[src/rtl/key_press_gen_if.sv]
// -----------------------------------------------------------------------------
// key_press_gen_if
// Command/status bundle of the bouncy key-press generator.
//   master : requester side. Drives start/key_sel/abort and observes the key
//            lines and status.
//   slave  : generator side (key_press_gen).
// Signals:
//   start   : single-cycle press request
//   key_sel : index of the key to press
//   abort   : cancel an in-progress press
//   key_n   : active-low key lines (1 = released)
//   busy    : press sequence in progress
//   done    : one-cycle pulse on normal completion
//   err     : one-cycle pulse when start names a non-existent key
// -----------------------------------------------------------------------------
interface key_press_gen_if #(
  parameter int NUM_KEYS = 3
) ();
  localparam int SEL_W = (NUM_KEYS > 1) ? $clog2(NUM_KEYS) : 1;

  logic                start;
  logic [SEL_W-1:0]    key_sel;
  logic                abort;
  logic [NUM_KEYS-1:0] key_n;
  logic                busy;
  logic                done;
  logic                err;

  modport master (
    output start, key_sel, abort,
    input  key_n, busy, done, err
  );

  modport slave (
    input  start, key_sel, abort,
    output key_n, busy, done, err
  );
endinterface

[src/rtl/key_press_gen.sv]
// -----------------------------------------------------------------------------
// key_press_gen
// Produces a realistic push-button waveform on one of NUM_KEYS active-low key
// lines: a bouncy press (BOUNCE_PULSES low glitches separated by high gaps),
// a solid low hold of HOLD_CYC cycles, a bouncy release (BOUNCE_PULSES high
// glitches separated by low gaps) and a released quiet period of QUIET_CYC
// cycles before signalling done. Glitch and gap widths come from a free-running
// 16-bit Galois LFSR.
// Ports:
//   clk   : system clock
//   rst_n : asynchronous active-low reset
//   bus   : key_press_gen_if slave modport (start, key_sel, abort in;
//           key_n, busy, done, err out). All outputs are registered.
// -----------------------------------------------------------------------------
module key_press_gen #(
  parameter int          NUM_KEYS      = 3,
  parameter int          BOUNCE_PULSES = 4,
  parameter int          BOUNCE_W      = 4,
  parameter int          HOLD_CYC      = 2000000,
  parameter int          QUIET_CYC     = 2000000,
  parameter logic [15:0] LFSR_SEED     = 16'hACE1
) (
  input  logic             clk,
  input  logic             rst_n,
  key_press_gen_if.slave   bus
);

  localparam int SEL_W   = (NUM_KEYS > 1) ? $clog2(NUM_KEYS) : 1;
  localparam int MAX_CYC = (HOLD_CYC > QUIET_CYC) ? HOLD_CYC : QUIET_CYC;
  localparam int CYC_W   = $clog2(MAX_CYC + 1);
  // One down-counter times every phase, so it must also hold a bounce width.
  localparam int CNT_W   = (CYC_W > BOUNCE_W) ? CYC_W : BOUNCE_W;
  localparam int PC_W    = (BOUNCE_PULSES > 0) ? $clog2(BOUNCE_PULSES + 1) : 1;

  localparam logic [CNT_W-1:0] HOLD_LOAD  = CNT_W'(HOLD_CYC - 1);
  localparam logic [CNT_W-1:0] QUIET_LOAD = CNT_W'(QUIET_CYC - 1);
  localparam logic [PC_W-1:0]  PULSES     = PC_W'(BOUNCE_PULSES);

  // Elaboration-time parameter sanity.
  if (HOLD_CYC < 1 || QUIET_CYC < 1) begin : g_bad_cyc
    $error("key_press_gen: HOLD_CYC and QUIET_CYC must be >= 1");
  end
  if (LFSR_SEED == 16'h0000) begin : g_bad_seed
    $error("key_press_gen: LFSR_SEED must be nonzero");
  end
  if (BOUNCE_W < 1 || BOUNCE_W > 16) begin : g_bad_bw
    $error("key_press_gen: BOUNCE_W must be in 1..16");
  end
  if (BOUNCE_PULSES < 0) begin : g_bad_bp
    $error("key_press_gen: BOUNCE_PULSES must be >= 0");
  end

  typedef enum logic [2:0] {
    S_IDLE   = 3'd0,
    S_P_LOW  = 3'd1,
    S_P_HIGH = 3'd2,
    S_HOLD   = 3'd3,
    S_R_HIGH = 3'd4,
    S_R_LOW  = 3'd5,
    S_QUIET  = 3'd6
  } state_e;

  state_e              state_q, state_d;
  logic [15:0]         lfsr_q, lfsr_d;
  logic [CNT_W-1:0]    cnt_q, cnt_d;
  logic [PC_W-1:0]     pcnt_q, pcnt_d;
  logic [SEL_W-1:0]    sel_q, sel_d;
  logic [NUM_KEYS-1:0] key_n_q, key_n_d;
  logic                busy_q, busy_d;
  logic                done_q, done_d;
  logic                err_q, err_d;

  logic                sel_valid;
  logic                phase_end;
  logic [PC_W-1:0]     pcnt_inc;
  logic [CNT_W-1:0]    bounce_load;
  logic                key_low;

  // Galois LFSR, x^16+x^14+x^13+x^11+1, right-shifting; free-running.
  assign lfsr_d = lfsr_q[0] ? ((lfsr_q >> 1) ^ 16'hB400) : (lfsr_q >> 1);

  // A new glitch/gap phase is loaded with lfsr_d, which is exactly the LFSR
  // value visible during the first cycle of that phase. The counter holds
  // width-1, so loading the raw bits gives w = bits + 1 cycles.
  assign bounce_load = CNT_W'(lfsr_d[BOUNCE_W-1:0]);

  assign sel_valid = (32'(bus.key_sel) < 32'(NUM_KEYS));
  assign phase_end = (cnt_q == '0);
  assign pcnt_inc  = pcnt_q + 1'b1;

  // State register plus datapath registers.
  always_ff @(posedge clk or negedge rst_n) begin
    if (!rst_n) begin
      state_q <= S_IDLE;
      lfsr_q  <= LFSR_SEED;
      cnt_q   <= '0;
      pcnt_q  <= '0;
      sel_q   <= '0;
      key_n_q <= '1;
      busy_q  <= 1'b0;
      done_q  <= 1'b0;
      err_q   <= 1'b0;
    end else begin
      state_q <= state_d;
      lfsr_q  <= lfsr_d;
      cnt_q   <= cnt_d;
      pcnt_q  <= pcnt_d;
      sel_q   <= sel_d;
      key_n_q <= key_n_d;
      busy_q  <= busy_d;
      done_q  <= done_d;
      err_q   <= err_d;
    end
  end

  // Next-state logic.
  always_comb begin
    state_d = state_q;
    sel_d   = sel_q;
    pcnt_d  = pcnt_q;
    cnt_d   = (state_q == S_IDLE) ? cnt_q : cnt_q - 1'b1;

    if (state_q != S_IDLE && bus.abort) begin
      state_d = S_IDLE;
      cnt_d   = '0;
    end else begin
      unique case (state_q)
        S_IDLE: begin
          if (bus.start && sel_valid) begin
            sel_d = bus.key_sel;
            if (BOUNCE_PULSES > 0) begin
              state_d = S_P_LOW;
              cnt_d   = bounce_load;
              pcnt_d  = '0;
            end else begin
              state_d = S_HOLD;
              cnt_d   = HOLD_LOAD;
            end
          end
        end
        S_P_LOW: begin
          if (phase_end) begin
            state_d = S_P_HIGH;
            cnt_d   = bounce_load;
          end
        end
        S_P_HIGH: begin
          if (phase_end) begin
            pcnt_d = pcnt_inc;
            if (pcnt_inc < PULSES) begin
              state_d = S_P_LOW;
              cnt_d   = bounce_load;
            end else begin
              state_d = S_HOLD;
              cnt_d   = HOLD_LOAD;
            end
          end
        end
        S_HOLD: begin
          if (phase_end) begin
            if (BOUNCE_PULSES > 0) begin
              state_d = S_R_HIGH;
              cnt_d   = bounce_load;
              pcnt_d  = '0;
            end else begin
              state_d = S_QUIET;
              cnt_d   = QUIET_LOAD;
            end
          end
        end
        S_R_HIGH: begin
          if (phase_end) begin
            state_d = S_R_LOW;
            cnt_d   = bounce_load;
          end
        end
        S_R_LOW: begin
          if (phase_end) begin
            pcnt_d = pcnt_inc;
            if (pcnt_inc < PULSES) begin
              state_d = S_R_HIGH;
              cnt_d   = bounce_load;
            end else begin
              state_d = S_QUIET;
              cnt_d   = QUIET_LOAD;
            end
          end
        end
        S_QUIET: begin
          if (phase_end) begin
            state_d = S_IDLE;
            cnt_d   = '0;
          end
        end
        default: begin
          state_d = S_IDLE;
          cnt_d   = '0;
        end
      endcase
    end
  end

  // Output logic: outputs are decoded from the next state so the registered
  // key lines change in the same cycle the FSM enters a phase.
  always_comb begin
    key_low = (state_d == S_P_LOW) || (state_d == S_HOLD) || (state_d == S_R_LOW);
    busy_d  = (state_d != S_IDLE);
    done_d  = (state_q == S_QUIET) && phase_end && !bus.abort;
    err_d   = (state_q == S_IDLE) && bus.start && !sel_valid;
  end

  for (genvar gi = 0; gi < NUM_KEYS; gi++) begin : g_key
    assign key_n_d[gi] = ~(key_low && (sel_d == SEL_W'(gi)));
  end

  assign bus.key_n = key_n_q;
  assign bus.busy  = busy_q;
  assign bus.done  = done_q;
  assign bus.err   = err_q;

endmodule

[src/flat_wrapper.sv]
// flat-port wrapper written by rule: the top's interface ports become plain ports
module key_press_gen_flat 
#(
  parameter int          NUM_KEYS      = 3,
  parameter int          BOUNCE_PULSES = 4,
  parameter int          BOUNCE_W      = 4,
  parameter int          HOLD_CYC      = 2000000,
  parameter int          QUIET_CYC     = 2000000,
  parameter logic [15:0] LFSR_SEED     = 16'hACE1
)
  (clk, rst_n, bus_start, bus_key_sel, bus_abort, bus_key_n, bus_busy, bus_done, bus_err);
  key_press_gen_if #(.NUM_KEYS(NUM_KEYS)) bus_i ();
  input  logic clk;
  input  logic rst_n;
  input wire logic [$bits(bus_i.start)-1:0] bus_start;
  input wire logic [$bits(bus_i.key_sel)-1:0] bus_key_sel;
  input wire logic [$bits(bus_i.abort)-1:0] bus_abort;
  output wire logic [$bits(bus_i.key_n)-1:0] bus_key_n;
  output wire logic [$bits(bus_i.busy)-1:0] bus_busy;
  output wire logic [$bits(bus_i.done)-1:0] bus_done;
  output wire logic [$bits(bus_i.err)-1:0] bus_err;
  assign bus_i.start = bus_start;
  assign bus_i.key_sel = bus_key_sel;
  assign bus_i.abort = bus_abort;
  assign bus_key_n = bus_i.key_n;
  assign bus_busy = bus_i.busy;
  assign bus_done = bus_i.done;
  assign bus_err = bus_i.err;
  key_press_gen #(.NUM_KEYS(NUM_KEYS), .BOUNCE_PULSES(BOUNCE_PULSES), .BOUNCE_W(BOUNCE_W), .HOLD_CYC(HOLD_CYC), .QUIET_CYC(QUIET_CYC), .LFSR_SEED(LFSR_SEED)) u_core (.clk(clk), .rst_n(rst_n), .bus(bus_i));
endmodule
[config.mk]
export PLATFORM = sky130hd
export DESIGN_NAME = key_press_gen_flat
export DESIGN_NICKNAME = d
export VERILOG_FILES = /design/src/rtl/key_press_gen_if.sv /design/src/rtl/key_press_gen.sv /design/src/flat_wrapper.sv
export SDC_FILE = /design/constraint.sdc
export NUM_CORES = 1
export LEC_CHECK = 0
export CAP_MARGIN = 25
export CORE_ASPECT_RATIO = 1.1
export CORE_MARGIN = 2
export CORE_UTILIZATION = 55
export DETAILED_ROUTE_END_ITERATION = 8
export PLACE_DENSITY = 0.76
export SYNTH_ARGS = -nofsm -noshare
export SYNTH_HDL_FRONTEND = slang
export SYNTH_SLANG_ARGS = --single-unit
[constraint.sdc]
create_clock -name clk -period 4.2 [get_ports clk]
set_input_delay 0.84 -clock clk [delete_from_list [all_inputs] [get_ports clk]]
set_output_delay 0.84 -clock clk [all_outputs]
set_load 0.02 [all_outputs]
# Yosys cells after proc, flatten, opt, wreduce, memory -nomap -nowiden
# Cells that the tools add are included.
dict set report totals {
  reg_bits 51
  out_inout_bits 6
  word_cells 81
}
dict set report classes {
  add_sub_neg 2
  order_cmp 2
  eq_ne 14
  mux 27
  bitwise 5
  n_reduce_logical 22
}
# cell n
set ops {}
lappend ops {{$mux 21} 7}
lappend ops {{$pmux 21 s4} 1}
lappend ops {{$mux 3} 11}
lappend ops {{$logic_not 21->1} 1}
lappend ops {{$pmux 3 s7} 1}
lappend ops {{$sub 21x1->21 const B} 1}
lappend ops {{$mux 16} 1}
lappend ops {{$eq 3x3->1 const B} 4}
lappend ops {{$mux 2} 5}
lappend ops {{$eq 3x2->1 const B} 3}
lappend ops {{$logic_and 1x1->1} 9}
lappend ops {{$pmux 3 s3} 1}
lappend ops {{$reduce_bool 3->1} 3}
lappend ops {{$eq 3x1->1 const B} 2}
lappend ops {{$reduce_and 5->1} 1}
lappend ops {{$ne 2x1->1 const B} 2}
lappend ops {{$not 1->1} 4}
lappend ops {{$not 3->4} 1}
lappend ops {{$add 3x1->3 const B} 1}
lappend ops {{$logic_not 3->1} 1}
lappend ops {{$lt 3x3->1 const B} 1}
lappend ops {{$reduce_or 3->1} 1}
lappend ops {{$eq 2x1->1 const B} 1}
lappend ops {{$eq 2x2->1 const B} 1}
lappend ops {{6 further kinds} 8}

# Longest topological paths before layout
# Gate-level depths: netlist of the first run.
dict set report logic_depth {
  ltp_word 11
  mapped_depth 8
}

# Worst setup path before layout of the first run
# Ideal clock, no wire load.
dict set report synth_timing {
  path_type {input to register}
  from {input port bus_abort}
  to {register u_core.busy_q (netlist: u_core.bus.busy)}
  setup_ns 0.065
  arrival_time_ns 2.108
  required_ns 4.135
  path_slack_ns 2.027
  path_stages 6
  cell_sequence {a21o_1 -> a21o_1 -> clkbuf_1 -> or3_1 -> o211ai_1 -> or3_1}
}
dict set report synth_via {
  elab_chain_cells 3
}
# item line_no
set synth_rtl {}
lappend synth_rtl {{start, declared} flat_wrapper.sv:17} ;# input wire logic [$bits(bus_i.abort)-1:0] bus_abort;
lappend synth_rtl {{$logic_and 1x1->1} key_press_gen.sv:123} ;# if (state_q != S_IDLE && bus.abort) begin
lappend synth_rtl {{$mux 3} key_press_gen.sv:123}
lappend synth_rtl {{net u_core.state_d[0]} key_press_gen.sv:63} ;# state_e state_q, state_d;
lappend synth_rtl {{$reduce_bool 3->1} key_press_gen.sv:207} ;# busy_d = (state_d != S_IDLE);
lappend synth_rtl {{net u_core.busy_d} key_press_gen.sv:69} ;# logic busy_q, busy_d;
lappend synth_rtl {{end signal, assigned} key_press_gen.sv:110} ;# busy_q <= busy_d;
lappend synth_rtl {{end, declared} key_press_gen.sv:69}
# The timed path passes the listed nets, and every way through them passes these cells.
# A chain may end at the register's enable or synchronous reset.

# Final worst setup path of the first run
# Same ends and word-level chain as after synthesis.

==> results.md, run 1 <==
* Commonest non-fill, non-tap cell in the layout: dfrtp_1
* #FFs+latches synth at 51
* CP Launch Type: primary input
* Vias per cell at 5.758
* Routed WL per cell at 14.99 um
* Initial Util at 56.41%
* Worst skew pair latency at 0.30 ns
* Final Hold Vio Count at 0
* Hold buffers post-CTS at 0
* Maxcap violations at 0
* Placement Rows at 25
* Max_slew headroom at 44.54%
* Status: complete, no violations
* PwrDens at 755.2 nW/um^2
* Crit end category: register
* Post-DP HPWL at 2983 um
* Clock net sink count at 51
* Lkg Pwr at 1.181 nW
* Total Routed Length at 4331 um
* DP Area at 2524 um^2
* Residual DRC count at 0
* Reg-to-reg startpoint: u_core.cnt_q[10]$_DFF_PN0_
* Clock Path Buffers at 2
* Fmax at 392.2 MHz
* Diodes inserted at 0
* Setup TNS at 0 ns
* Critical path fanouts, max at 10
* Post-DRT Antenna Nets at 0
* Setup slack, reg-to-reg at 1.80 ns
* DRT Pass-1 Iters at 4
* Share of layout cells above drive strength 1 at 11.91%
* Netlist cell types at 47
* Root Driver: clkbuf_8
* Die ar. at 4874 um^2
* Placer Congestion at 0.8566
* Fin Hold WS at 0.3582 ns
* Via count at 1,664
* Post-CTS Resized at 0
* First-pass GRT wire length at 7590 um
* Synth warn at 0
* Cells after Synth at 225
* Setup violations, final at 0
* Mean Syn Cell Area at 10.59 um^2
* Setup Crit Path Kind: in -> reg
* Critical Path RT at 4.45 ns
* Global route overflow at 0
* Die Y at 73.03 um
* Post-synth EDFFs at 0
* Crit path DAT at 2.80 ns
* CORE AREA at 4223 um^2
* Async SR Flop Fraction at 100.0%
* Worst vdd ir at 0.3314 mV
* IO buf count at 11
* RSZ-0062 raised after global routing: no
* FF-to-FF path depth at 4
* CTS tree: done
* Die W at 66.75 um
* Fin crit period at 2.550 ns
* Syn_nets at 233
* Postcts setup bufs at 0
* Ports at 12
* Antenna violations before repair at 0
* Most frequent cells in the layout: dfrtp_1, nor2_1, xnor2_1, dfstp_2
* Iteration-0 DRC Markers at 105
* End of the critical path: u_core.bus.busy$_DFF_PN0_
* Area added between synthesis and finish at 9.506%
* Largest net degree at the start of global routing at 52
* Worst-path clk slew at 0.09 ns
* Tot GR Track Use at 20.39%
* Post-Route Skew at 0.007024 ns
* Top_reg_cell synth: dfrtp_1
* Max Slew Vio Count at 0
* Nets at 242
* Vias in the first global route at 1,637
* CP startpoint: bus_abort
* H-tree Lvls at 2
* Worst Hold Class: reg -> reg
* Tcrit/Tclk final at 60.72%
* Sequential element share of the synthesized area at 54.15%
* TritonCTS buffer count at 5
* Final std cell area, no fill at 2609 um^2
* Netlist Area Pre-Place at 2382 um^2
* Slew @ Worst Pin at 0.8255 ns
* Worst r2r dst: u_core.cnt_q[3]$_DFF_PN0_
[how the worst min path moves through the flow]
stage | startpoint | endpoint | slack [ns] | depth (start not counted)
2_1_floorplan | u_core.lfsr_q[9]$_DFF_PN0_ | u_core.lfsr_q[8]$_DFF_PN0_ | 0.33 | 0
3_3_place_gp | u_core.lfsr_q[12]$_DFF_PN0_ | u_core.lfsr_q[11]$_DFF_PN1_ | 0.34 | 0
3_5_place_dp | u_core.lfsr_q[9]$_DFF_PN0_ | u_core.lfsr_q[8]$_DFF_PN0_ | 0.34 | 0
4_1_cts | u_core.lfsr_q[12]$_DFF_PN0_ | u_core.lfsr_q[11]$_DFF_PN1_ | 0.36 | 0
5_1_grt | u_core.lfsr_q[12]$_DFF_PN0_ | u_core.lfsr_q[11]$_DFF_PN1_ | 0.36 | 0
6_report | u_core.lfsr_q[12]$_DFF_PN0_ | u_core.lfsr_q[11]$_DFF_PN1_ | 0.36 | 0
[power breakdown]
group	leakage, nW	total, mW	internal (mW)	switching, mW
combinational	0.483	0.976	0.366	0.610
sequential	0.657	0.721	0.608	0.113
clock	0.0412	0.274	0.117	0.157
total	1.18	1.97	1.09	0.879
[layer usage]
metal / track usage (%) / part of all wire, % / wire length, um / vias to the layer above
met5: 0 / 0 / 0 / -
met4: 6.122 / 1.2 / 52 / 0
met3: 4.475 / 2.8 / 120 / 6
met2: 30.89 / 44 / 1906 / 28
met1: 29.52 / 52 / 2251 / 791
li1: - / - / - / 839
[registers in the layout, summed over array words and instances, names as in the netlist]
signal,flops
u_core.cnt_q,21
u_core.lfsr_q,16
u_core.bus.key_n,3
u_core.pcnt_q,3
u_core.state_q,3
u_core.sel_q,2
u_core.bus.busy,1
u_core.bus.done,1
u_core.bus.err,1
[worst max-delay path, cell delays in order]
cell	delay, ns
clkdlybuf4s50_1	0.50
a21o_1	0.21
a21o_1	0.29
or3_1	0.38
o211ai_1	0.40
or3_1	0.18
[synthesized netlist by cell type, types with 3 or more instances]
cell type / instances / area [um^2]
a21o_1: 3 / 22.52
a21oi_1: 8 / 40.04
a31oi_1: 3 / 18.77
a32o_1: 3 / 30.03
and3_1: 3 / 18.77
clkbuf_1: 9 / 33.78
dfrtp_1: 40 / 1001
dfstp_2: 11 / 289.0
inv_1: 6 / 22.52
nand2_1: 10 / 37.54
nand3_1: 9 / 45.04
nor2_1: 23 / 86.33
nor3_1: 8 / 40.04
nor4_1: 9 / 56.30
o211ai_1: 3 / 22.52
o21ai_0: 5 / 25.02
o21ai_1: 3 / 15.01
o22ai_1: 5 / 31.28
or3_1: 9 / 56.30
xnor2_1: 11 / 96.34
xor2_1: 8 / 70.07
[cell families after synthesis]
group | after synthesis | synth area share [%]
xor+xnor | 19 | 6.985
simple gates | 86 | 19.80
buf+inv | 16 | 2.573
fa+ha+maj | 2 | 1.050
mux | 1 | 0.4727
flops | 51 | 54.15
compound gates | 50 | 14.97
[metrics by stage]
stage,total power [mW],instances,util [%],setup WS (ns)
after global placement,1.691,281,59.76,1.412
after floorplan,1.483,225,-,2.027
final,1.970,289,61.78,1.650
after CTS,1.983,289,61.78,1.667
after detailed placement,1.701,281,59.76,1.329
after global routing,2.141,289,61.78,1.554
[layout make-up]
class                      count  area (um^2)
clock buffer                   6        72.57
clock inverter                 2        12.51
fill                         365         1614
inverter                       6        22.52
multi-input combinational    158         1031
sequential                    51         1290
tap                           54        67.56
timing repair buffer          12        112.6
No activity file was read; power rests on OpenSTA's default activity.
==> run 2, diff against run 1 <==
==> constraint.sdc (replaced) <==
create_clock -name clk -period 2.4 [get_ports clk]
set_input_delay 0.48 -clock clk [delete_from_list [all_inputs] [get_ports clk]]
set_output_delay 0.48 -clock clk [all_outputs]
set_load 0.02 [all_outputs]
==> results.md, run 2 (same netlist as run 1, synthesis figures left out) <==
* Clock Path Buffers at 2 (unchanged)
* Initial Util at 56.41% (unchanged)
* Crit end category: register
* Post-DP HPWL at 3408 um (+14%)
* Worst-path clk slew at 0.09 ns (about the same)
* Slew @ Worst Pin at 0.6337 ns (-0.1918 ns)
* Post-Route Skew at 0.004503 ns (-0.002521 ns)
* Crit-path most repeated cell: or4_4
* Maxcap violations at 0 (unchanged)
* Worst r2r dst: u_core.cnt_q[0]$_DFF_PN0_
* Residual DRC count at 0 (unchanged)
* CORE AREA at 4223 um^2 (unchanged)
* Fin Hold WS at 0.1729 ns (-0.1853 ns)
* IO buf count at 11 (unchanged)
* Slowest stage cell, crit path: or4_4
* Largest net degree at the start of global routing at 30 (-42%)
* Nets at 256 (+5.8%)
* Fin crit period at 2.321 ns
* Total Power at 3.807 mW (+93%)
* Setup violations, final at 0 (unchanged)
* Area added between synthesis and finish at 15.18%
* Share of layout cells above drive strength 1 at 17.27% (+5.4 points)
* First-pass GRT wire length at 8597 um (+13%)
* Dpl ws at 0.1334 ns (-1.196 ns)
* Worst vdd ir at 0.9073 mV (+170%)
* TritonCTS buffer count at 5 (unchanged)
* Critical path fanouts, max at 6 (-4)
* Vias in the first global route at 1,831 (+12%)
* Placement Rows at 25 (unchanged)
* PwrDens at 1387 nW/um^2 (+84%)
* Setup slack, reg-to-reg at 0.08 ns (-1.72 ns)
* Lkg Pwr at 1.263 nW (+7.0%)
* Delay of the slowest cell on the worst path at 0.54 ns (+0.04 ns)
* Crit path DAT at 2.55 ns (-0.25 ns)
* Postcts setup bufs at 0 (unchanged)
* Critical Path RT at 2.63 ns (-1.82 ns)
* Die Y at 73.03 um (unchanged)
* Worst Hold Class: in -> async
* Worst skew pair latency at 0.31 ns (about the same)
* CP Launch Type: register
* Iteration-0 DRC Markers at 100 (-4.8%)
* CP startpoint: u_core.cnt_q[16]$_DFF_PN0_
* Post-DRT Antenna Nets at 0 (unchanged)
* Most flop-heavy register: u_core.cnt_q
* Post-CTS Resized at 0 (unchanged)
* Status: complete, no violations
* Tcrit/Tclk final at 96.72%
* Critical-path cell list: or4_4 -> or4_4 -> nor3_1 -> o21ai_0 -> a31oi_1
* Antenna violations before repair at 0 (unchanged)
* Hold buffers post-CTS at 0 (unchanged)
* Final Hold Vio Count at 0 (unchanged)
* Fmax at 430.8 MHz
* Max_slew headroom at 57.75% (+13 points)
* Placer Congestion at 0.8654 (+1.0%)
* Root Driver: clkbuf_8
* Clock net sink count at 51 (unchanged)
* Commonest non-fill, non-tap cell in the layout: dfrtp_1
* Setup Crit Path Kind: reg -> reg
* Vias per cell at 6.023 (+4.6%)
* Routed WL per cell at 16.29 um (+8.7%)
* RSZ-0062 raised after global routing: no
* CTS tree: done
* Max Slew Vio Count at 0 (unchanged)
* Largest regs: u_core.cnt_q (21), u_core.lfsr_q (16)
* FF-to-FF path depth at 5 (+1)
* Final worst slack at 0.07873 ns (-1.571 ns)
* Tot GR Track Use at 23.73% (+3.3 points)
* Setup TNS at 0 ns (unchanged)
* Util after Layout at 64.98% (+3.2 points)
* Most frequent cells in the layout: dfrtp_1, nor2_1, buf_4, xnor2_1, dfstp_2
* DRT Pass-1 Iters at 4 (unchanged)
* Reg-to-reg startpoint: u_core.cnt_q[16]$_DFF_PN0_
* H-tree Lvls at 2 (unchanged)
* Die ar. at 4874 um^2 (unchanged)
* Global route overflow at 0 (unchanged)
* Fill count at 340 (-6.8%)
* Number of flip-flops in the largest register at 21 (unchanged)
* Diodes inserted at 0 (unchanged)
* Ports at 12 (unchanged)
* Via count at 1,825 (+9.7%)
* Total Routed Length at 4935 um (+14%)
* Die W at 66.75 um (unchanged)
==> run 2: metal layers <==
metal	share of wire [%]	track usage, %	vias up	routed length (um)
met5	0	0	-	0
met4	2.6	15.65	0	128
met3	3.6	4.630	11	179
met2	48	35.67	48	2384
met1	45	31.24	901	2242
li1	-	-	865	-
==> run 2: worst max path at each step <==
stage	to	slack, ns	cells after the start
4_1_cts	u_core.cnt_q[0]$_DFF_PN0_	0.12	5
6_report	u_core.cnt_q[0]$_DFF_PN0_	0.08	5
3_3_place_gp	u_core.cnt_q[3]$_DFF_PN0_	0.18	4
3_5_place_dp	u_core.cnt_q[0]$_DFF_PN0_	0.13	5
5_1_grt	u_core.cnt_q[0]$_DFF_PN0_	0.005	5
2_1_floorplan	u_core.cnt_q[3]$_DFF_PN0_	0.28	5
==> run 2: through the flow <==
step,cells,instance area [um^2]
2_1_floorplan,225,2382
3_3_place_gp,294,2621
3_5_place_dp,294,2621
4_1_cts,302,2736
5_1_grt,303,2744
6_report,303,2744
==> run 2: cell type report <==
| cell class | instances | area, um^2 | area share (%) |
|---|---|---|---|
| sequential | 51 | 1290 | 47.01 |
| multi-input combinational | 158 | 1031 | 37.57 |
| timing repair buffer | 26 | 217.7 | 7.934 |
| clock buffer | 5 | 68.82 | 2.508 |
| tap | 54 | 67.56 | 2.462 |
| clock inverter | 3 | 46.29 | 1.687 |
| inverter | 6 | 22.52 | 0.8208 |
==> run 2: where the power goes <==
group | switching, mW | total, mW | leakage [nW] | internal (mW)
registers | 0.181 | 1.24 | 0.657 | 1.06
clock network | 0.296 | 0.610 | 0.0548 | 0.314
logic | 1.14 | 1.95 | 0.551 | 0.812
==> run 2: worst max-delay path: cells and delay by family, from the launching register on <==
kind	cells	cell delay [ns]
flip-flops	1	0.45
AND/OR/NAND/NOR	3	1.42
AO/OA/AOI/OAI	2	0.36
